**config.mk**
```make
export PLATFORM = sky130hd
export DESIGN_NAME = topk_select_flat
export DESIGN_NICKNAME = d
export VERILOG_FILES = /design/src/rtl/heap_pkg.sv /design/src/rtl/topk_select_if.sv /design/src/rtl/topk_cell.sv /design/src/rtl/topk_select.sv /design/src/flat_wrapper.sv
export SDC_FILE = /design/constraint.sdc
export NUM_CORES = 2
export LEC_CHECK = 0
export ABC_AREA = 1
export BUFFER_PORTS_ARGS = -buffer_cell sky130_fd_sc_hd__buf_2
export CORE_AREA = 3 3 307 461
export CTS_CLUSTER_SIZE = 20
export DETAILED_ROUTE_END_ITERATION = 16
export DIE_AREA = 0 0 310 464
export PLACE_DENSITY = 0.55
export SLEW_MARGIN = 20
export SYNTH_ARGS = -nofsm -noshare
export SYNTH_HDL_FRONTEND = slang
export SYNTH_SLANG_ARGS = --single-unit
```
**constraint.sdc**
```tcl
create_clock -name clk -period 6.4 [get_ports clk]
set_input_delay 0.64 -clock clk [delete_from_list [all_inputs] [get_ports clk]]
set_output_delay 0.64 -clock clk [all_outputs]
set_load 0.01 [all_outputs]
```
**src/rtl/heap_pkg.sv**
```systemverilog
// heap_pkg: compare helpers and FSM state type shared by the top-K selector and the heap/sort cells.
package heap_pkg;
  typedef enum logic {ACCEPT, DRAIN} state_t;
  function automatic logic [63:0] key_of(input logic [63:0] w, input int unsigned kw);
    return w & ((64'd1 << kw) - 64'd1);
  endfunction
  // Strict comparison keeps equal keys in arrival order.
  function automatic logic cmp_better(input logic [63:0] a, input logic [63:0] b, input logic max_mode);
    return max_mode ? a > b : a < b;
  endfunction
endpackage

```
**src/rtl/topk_select_if.sv**
```systemverilog
// topk_select_if: valid/ready word stream with an end-of-burst marker.
interface topk_select_if #(parameter int DATA_WIDTH = 32);
  logic [DATA_WIDTH-1:0] data;
  logic valid;
  logic ready;
  logic last;
  modport master(output data, valid, last, input ready);
  modport slave(input data, valid, last, output ready);
endinterface

```
**src/rtl/topk_cell.sv**
```systemverilog
// topk_cell: one sorted slot; takes the new word, its upper neighbour (insert shift) or lower neighbour (drain shift).
module topk_cell
  import heap_pkg::*;
#(
  parameter int DATA_WIDTH = 32,
  parameter int KEY_WIDTH = 16,
  parameter bit MAX_MODE = 1'b0
) (
  input  logic                  clk,
  input  logic                  rstn,
  input  logic                  clr,
  input  logic                  ins,
  input  logic                  shift,
  input  logic                  keep,
  input  logic [DATA_WIDTH-1:0] in_data,
  input  logic [DATA_WIDTH-1:0] up_data,
  input  logic                  up_valid,
  input  logic                  up_beat,
  input  logic [DATA_WIDTH-1:0] lo_data,
  input  logic                  lo_valid,
  output logic [DATA_WIDTH-1:0] data,
  output logic                  valid,
  output logic                  beat
);
  assign beat = !valid || cmp_better(key_of(64'(in_data), KEY_WIDTH), key_of(64'(data), KEY_WIDTH), MAX_MODE);
  // beat is monotonic across the sorted array, so the insert point is where it first rises.
  always_ff @(posedge clk or negedge rstn)
    if (!rstn) begin
      data <= '0;
      valid <= 1'b0;
    end else if (clr) begin
      data <= '0;
      valid <= 1'b0;
    end else if (ins && up_beat) begin
      data <= up_data;
      valid <= up_valid && keep;
    end else if (ins && beat) begin
      data <= in_data;
      valid <= keep;
    end else if (shift) begin
      data <= lo_data;
      valid <= lo_valid;
    end
endmodule

```
**src/rtl/topk_select.sv**
```systemverilog
// topk_select: streaming top-K selector over a sorted slot array with counted, best-first drain.
module topk_select
  import heap_pkg::*;
#(
  parameter int DATA_WIDTH = 32,
  parameter int KEY_WIDTH = 16,
  parameter int DEPTH = 16,
  parameter bit MAX_MODE = 1'b0,
  localparam int CNT_W = $clog2(DEPTH + 1)
) (
  input  logic             clk,
  input  logic             rstn,
  input  logic             init,
  input  logic [CNT_W-1:0] k_cfg,
  input  logic             flush,
  topk_select_if.slave     in_s,
  topk_select_if.master    out_m,
  output logic             evict_valid,
  output logic [CNT_W-1:0] count,
  output logic             done
);
  logic [DATA_WIDTH-1:0] dx [DEPTH+2];
  logic vx [DEPTH+2];
  logic bx [DEPTH+1];
  state_t state, state_nxt;
  logic [CNT_W-1:0] k_act, cnt_nxt;
  logic rdy, ov, ol, ins, pop, full;
  assign dx[0] = '0;
  assign vx[0] = 1'b0;
  assign bx[0] = 1'b0;
  assign dx[DEPTH+1] = '0;
  assign vx[DEPTH+1] = 1'b0;
  for (genvar i = 0; i < DEPTH; i++) begin : g_cell
    topk_cell #(.DATA_WIDTH(DATA_WIDTH), .KEY_WIDTH(KEY_WIDTH), .MAX_MODE(MAX_MODE)) u_cell (
      .clk(clk), .rstn(rstn), .clr(init), .ins(ins), .shift(pop),
      .keep(i < int'(k_act)),
      .in_data(in_s.data),
      .up_data(dx[i]), .up_valid(vx[i]), .up_beat(bx[i]),
      .lo_data(dx[i+2]), .lo_valid(vx[i+2]),
      .data(dx[i+1]), .valid(vx[i+1]), .beat(bx[i+1])
    );
  end
  assign ins = state == ACCEPT && in_s.valid && rdy && !init;
  assign pop = state == DRAIN && ov && out_m.ready && !init;
  assign full = count == k_act;
  assign in_s.ready = rdy;
  assign out_m.valid = ov;
  assign out_m.last = ol;
  assign out_m.data = ov ? dx[1] : '0;
  always_comb begin
    cnt_nxt = count;
    state_nxt = state;
    if (ins && !full) cnt_nxt = count + CNT_W'(1);
    if (pop) cnt_nxt = count - CNT_W'(1);
    if (state == ACCEPT && flush && cnt_nxt != '0) state_nxt = DRAIN;
    if (pop && count == CNT_W'(1)) state_nxt = ACCEPT;
  end
  always_ff @(posedge clk or negedge rstn)
    if (!rstn) begin
      state <= ACCEPT;
      count <= '0;
      k_act <= CNT_W'(DEPTH);
      rdy <= 1'b0;
      ov <= 1'b0;
      ol <= 1'b0;
      evict_valid <= 1'b0;
      done <= 1'b0;
    end else if (init) begin
      state <= ACCEPT;
      count <= '0;
      k_act <= (k_cfg == '0 || int'(k_cfg) > DEPTH) ? CNT_W'(DEPTH) : k_cfg;
      rdy <= 1'b1;
      ov <= 1'b0;
      ol <= 1'b0;
      evict_valid <= 1'b0;
      done <= 1'b0;
    end else begin
      state <= state_nxt;
      count <= cnt_nxt;
      rdy <= state_nxt == ACCEPT;
      ov <= state_nxt == DRAIN;
      ol <= state_nxt == DRAIN && cnt_nxt == CNT_W'(1);
      evict_valid <= ins && full;
      done <= (state == ACCEPT && flush && cnt_nxt == '0) || (pop && count == CNT_W'(1));
    end
endmodule

```
**src/flat_wrapper.sv**
```systemverilog
// flat-port wrapper written by rule: the top's interface ports become plain ports
module topk_select_flat import heap_pkg::*;
#(
  parameter int DATA_WIDTH = 32,
  parameter int KEY_WIDTH = 16,
  parameter int DEPTH = 16,
  parameter bit MAX_MODE = 1'b0,
  localparam int CNT_W = $clog2(DEPTH + 1)
)
  (clk, rstn, init, k_cfg, flush, evict_valid, count, done, in_s_data, in_s_valid, in_s_last, in_s_ready, out_m_data, out_m_valid, out_m_last, out_m_ready);
  topk_select_if #(.DATA_WIDTH(DATA_WIDTH)) in_s_i ();
  topk_select_if #(.DATA_WIDTH(DATA_WIDTH)) out_m_i ();
  input  logic clk;
  input  logic rstn;
  input  logic init;
  input  logic [CNT_W-1:0] k_cfg;
  input  logic flush;
  output logic evict_valid;
  output logic [CNT_W-1:0] count;
  output logic done;
  input wire logic [$bits(in_s_i.data)-1:0] in_s_data;
  input wire logic [$bits(in_s_i.valid)-1:0] in_s_valid;
  input wire logic [$bits(in_s_i.last)-1:0] in_s_last;
  output wire logic [$bits(in_s_i.ready)-1:0] in_s_ready;
  output wire logic [$bits(out_m_i.data)-1:0] out_m_data;
  output wire logic [$bits(out_m_i.valid)-1:0] out_m_valid;
  output wire logic [$bits(out_m_i.last)-1:0] out_m_last;
  input wire logic [$bits(out_m_i.ready)-1:0] out_m_ready;
  assign in_s_i.data = in_s_data;
  assign in_s_i.valid = in_s_valid;
  assign in_s_i.last = in_s_last;
  assign in_s_ready = in_s_i.ready;
  assign out_m_data = out_m_i.data;
  assign out_m_valid = out_m_i.valid;
  assign out_m_last = out_m_i.last;
  assign out_m_i.ready = out_m_ready;
  topk_select #(.DATA_WIDTH(DATA_WIDTH), .KEY_WIDTH(KEY_WIDTH), .DEPTH(DEPTH), .MAX_MODE(MAX_MODE)) u_core (.clk(clk), .rstn(rstn), .init(init), .k_cfg(k_cfg), .flush(flush), .in_s(in_s_i), .out_m(out_m_i), .evict_valid(evict_valid), .count(count), .done(done));
endmodule
```
==> summary.md <==
| Metric | Value |
|---|---|
| Share of async-settable or async-resettable flops after synthesis | between 90% and 100% |
| Yosys cell types | 45 |
| VDD IR-drop max | about 0.19 mV |
| CP most frequent cell | nand2_1 |
| Hold_buf cts | 0 |
| Period utilization | ~67% |
| Final #Nets | 6564 |
| Total negative slack | 0 ps |
| Initial core utilization | ~30% |
| DR vias/cell | about 5.2 |
| Worst EP required | approximately 7000 ps |
| Syn nets | 6751 |
| Max Clk Rate | 0.235 GHz |
| Switching fraction of total power | a little over two fifths |
| Area leader, netlist | dfrtp_1 |
| Vias in the first global route | ~40k |
| Setup crit start kind | input pin |
| Gpl congestion | between 0.8 and 0.9 |
| Status | finished, final reports clean |
| Total Wirelength | around 160000 um |
| Worst-path clk slew | approximately 60 ps |
| Setup Viol. Count Final | 0 |
| DR pass1 iterations | 7 |
| Postcts setup bufs | 0 |
| Critical path's slowest cell | inv_2 |
| Buf+Inv Stages, Crit Path | 4 |
| Root buffer cell | clkbuf_16 |
| Remaining DRCs | 0 |
| Gr ovfl total | 0 |
| Placed Instances | between 7k and 8k |
| Num Clock Sinks | around 540 |
| Worst slew pin tran | roughly 1200 ps |
| Final HPWL DP | between 100000 and 150000 um |
| Gate power share | a little over 40% |
| Synth top area cells | dfrtp_1 (33%), nand2_1 (23%), nand3_1 (11%), ha_1 (7.4%), inv_1 (5.5%) |
| Switch Pwr | about 6.5 mW |
| Post-synth EDFFs | 0 |
| Fraction of layout cells with a size suffix above 1 | around 5.4% |
| Ys Warns | 0 |
| Area delta synth->final | 8.78% |
| Via count | about 42k |
| PD cells | 329 mW/mm^2 |
| Max Slew Vio Count | 0 |
| Initial antenna violation count | 14 |
| Ports | 86 |
| Worst Setup End Kind | flip-flop |
| Core area | about 0.14 mm^2 |
| Clock skew | between 30 and 40 ps |
| #FFs+latches synth | roughly 540 |
| CTS H-tree lvls | 3 |
| Largest net degree at the start of global routing | around 180 |
| Worst EP arrival | 4830 ps |
| Die area | between 0.1 and 0.15 mm^2 |
| Minimum clock period after layout | roughly 4300 ps |
| MaxCap Viol Count | 0 |
| Detail Route Antenna Nets | 0 |
| All-Layer GR Usage | between 20% and 30% |
| Syn Inst Count | 6463 |
| Syn Area/Cell | between 6 and 7 um^2 |
| Chip width | between 300 and 400 um |
| Worst-Skew Late Latency | between 600 and 700 ps |
| Worst min path class | in -> async |
| Final Hold Vio Count | 0 |
| CTS tree | built |
| Clock Power Share | between 20% and 30% |
| CTS resizes | 0 |
| Register area share after synthesis | 32.9% |
| Port Buf Inserts | 84 |
| TritonCTS buffer count | between 60 and 70 |
| Vert. Die Dim | roughly 460 um |
| Power share of the sequential group | between 30% and 40% |
| RSZ-0062 raised after global routing | no |
| Crit Path Max Fanout | 35 |
| Pint | 8.32 mW |
| Crit path max-delay family | buffers and inverters |
| Critical Path Max Stage Delay | between 800 and 900 ps |
| First-pass GRT wire length | between 200000 and 250000 um |
| Rel. slew slack | 18.5% |
| Primary FF master, synth | dfrtp_1 |
| WHS | ~52 ps |
| Row count | around 170 |
| Area of the mapped netlist | 0.0413 mm^2 |
| Static leakage | about 24 nW |
| Worst-path cell chain | buf_2, buf_4, ha_1, a21oi_1, o21ai_0, nor2_1, nand2_1, nand2_2, nand2_2, inv_2, o21ai_1, inv_2, nand2_1, nand2_1 |
| Final Non-Filler Cells | 8102 |
| Iteration-0 DRC Markers | between 3k and 4k |
| CP Class | in -> reg |
| Post-synth top area share | around a third |
| Post-DR wirelength/cell | around 20 um |
| CTS Buffer Depth | 3 |
## Yosys cell counts (2+ instances only)
master,number
o21ai_1,96
clkbuf_2,4
nand3_2,3
xor2_1,3
o21a_1,16
nand3b_1,17
inv_2,14
dfrtp_1,542
a21boi_0,4
nand4_1,108
inv_1,607
ha_1,244
buf_1,30
a21o_1,5
and2_1,16
clkbuf_1,146
nand2_1,2530
o22ai_1,19
nand3_1,933
nand2_4,2
or2_2,3
nor2_2,3
buf_4,42
o21bai_1,132
nor2_1,378
nand2_2,16
buf_6,6
buf_2,216
nor3_1,6
o21ai_0,123
a21oi_1,181
a31oi_1,5
## cell type report
class	instances	area (um^2)
Antenna cell	3	7.51
Sequential cell	543	13600
Tap cell	1774	2220
Timing Repair Buffer	188	1300
Fill cell	15137	93000
Inverter	622	2350
Multi-Input combinational cell	4854	23300
Clock buffer	108	2080
Clock inverter	10	85.1
## placed cells by master (no fill, tap or decap), types with 17 or more instances in the layout
cell type  count
dfrtp_1      542
nand3_1      932
nor2_1       377
nand4_1      108
o21bai_1     132
buf_4         97
nand2_1     2523
ha_1         244
o21ai_1       96
o21ai_0      123
clkbuf_16     71
o22ai_1       19
buf_2         83
clkbuf_1      21
inv_1        606
nand2_2       18
nand3b_1      17
a21oi_1      180
## layer usage
layer | vias up | global-route usage, % | wire length [um]
li1 | 20158 | - | -
met1 | 20001 | 26.4 | 64300
met2 | 1339 | 37.1 | 76200
met3 | 370 | 2.42 | 8180
met4 | 6 | 14.0 | 11100
met5 | - | 0 | 48
## path summary, 6_finish.rpt
check	endpoint	cells past startpoint	slack, ps	start
max	u_core.g_cell[13].u_cell.data[19]$_DFFE_PN0P_	14	2140	in_s_data[15]
min	u_core.g_cell[11].u_cell.data[2]$_DFFE_PN0P_	1	50	rstn
max reg2reg	u_core.g_cell[13].u_cell.data[19]$_DFFE_PN0P_	10	2240	u_core.state$_DFF_PN0_
min reg2reg	u_core.g_cell[9].u_cell.data[28]$_DFFE_PN0P_	2	480	u_core.g_cell[9].u_cell.data[28]$_DFFE_PN0P_
max in group asynchronous	u_core.out_m.last$_DFF_PN0_	2	4810	rstn
min in group clk	u_core.k_act[3]$_DFFE_PN0P_	3	260	k_cfg[3]
## power by group through the flow
| stage | Combinational, mW | Clock (mW) | Sequential, mW |
|---|---|---|---|
| 2_1_floorplan | 4.33 | 0 | 4.69 |
| 3_3_place_gp | 5.85 | 0 | 4.90 |
| 3_5_place_dp | 5.95 | 0 | 4.92 |
| 4_1_cts | 5.97 | 4.01 | 4.87 |
| 5_1_grt | 6.79 | 4.12 | 4.97 |
| 6_report | 5.96 | 3.94 | 4.89 |
## metrics by stage
stage / worst slack, ps / util, % / power, mW / cell area, um^2
2_1_floorplan: 4080 / - / 9.02 / 41300
3_3_place_gp: 1540 / 31.0 / 10.8 / 42800
3_5_place_dp: 1550 / 31.0 / 10.9 / 42800
4_1_cts: 2220 / 32.6 / 14.8 / 44900
5_1_grt: 1980 / 32.6 / 15.9 / 44900
6_report: 2140 / 32.6 / 14.8 / 44900
## registers in the layout, indices dropped and copies added, names as in the netlist
| register | count |
|---|---|
| u_core.g_cell.u_cell.data | 512 |
| u_core.g_cell.u_cell.valid | 16 |
| u_core.count | 5 |
| u_core.k_act | 5 |
| u_core.done | 1 |
| u_core.evict_valid | 1 |
| u_core.in_s.ready | 1 |
| u_core.out_m.last | 1 |
| u_core.state | 1 |
## kinds of logic (layout without fill, tap and decap cells)
logic type	count (synthesis)	in the layout	share of synthesized area, %
DFF	543	543	32.9
adders and majority gates	244	244	7.39
and+or+nand+nor	4018	4018	40.6
muxes	1	1	0.0242
xor gates and xnor gates	4	4	0.0848
other	0	3	0
buffers and inverters	1066	928	10.8
AOI/OAI and AO/OA	587	587	8.20
Note: power is estimated with default switching activity, not from simulation.
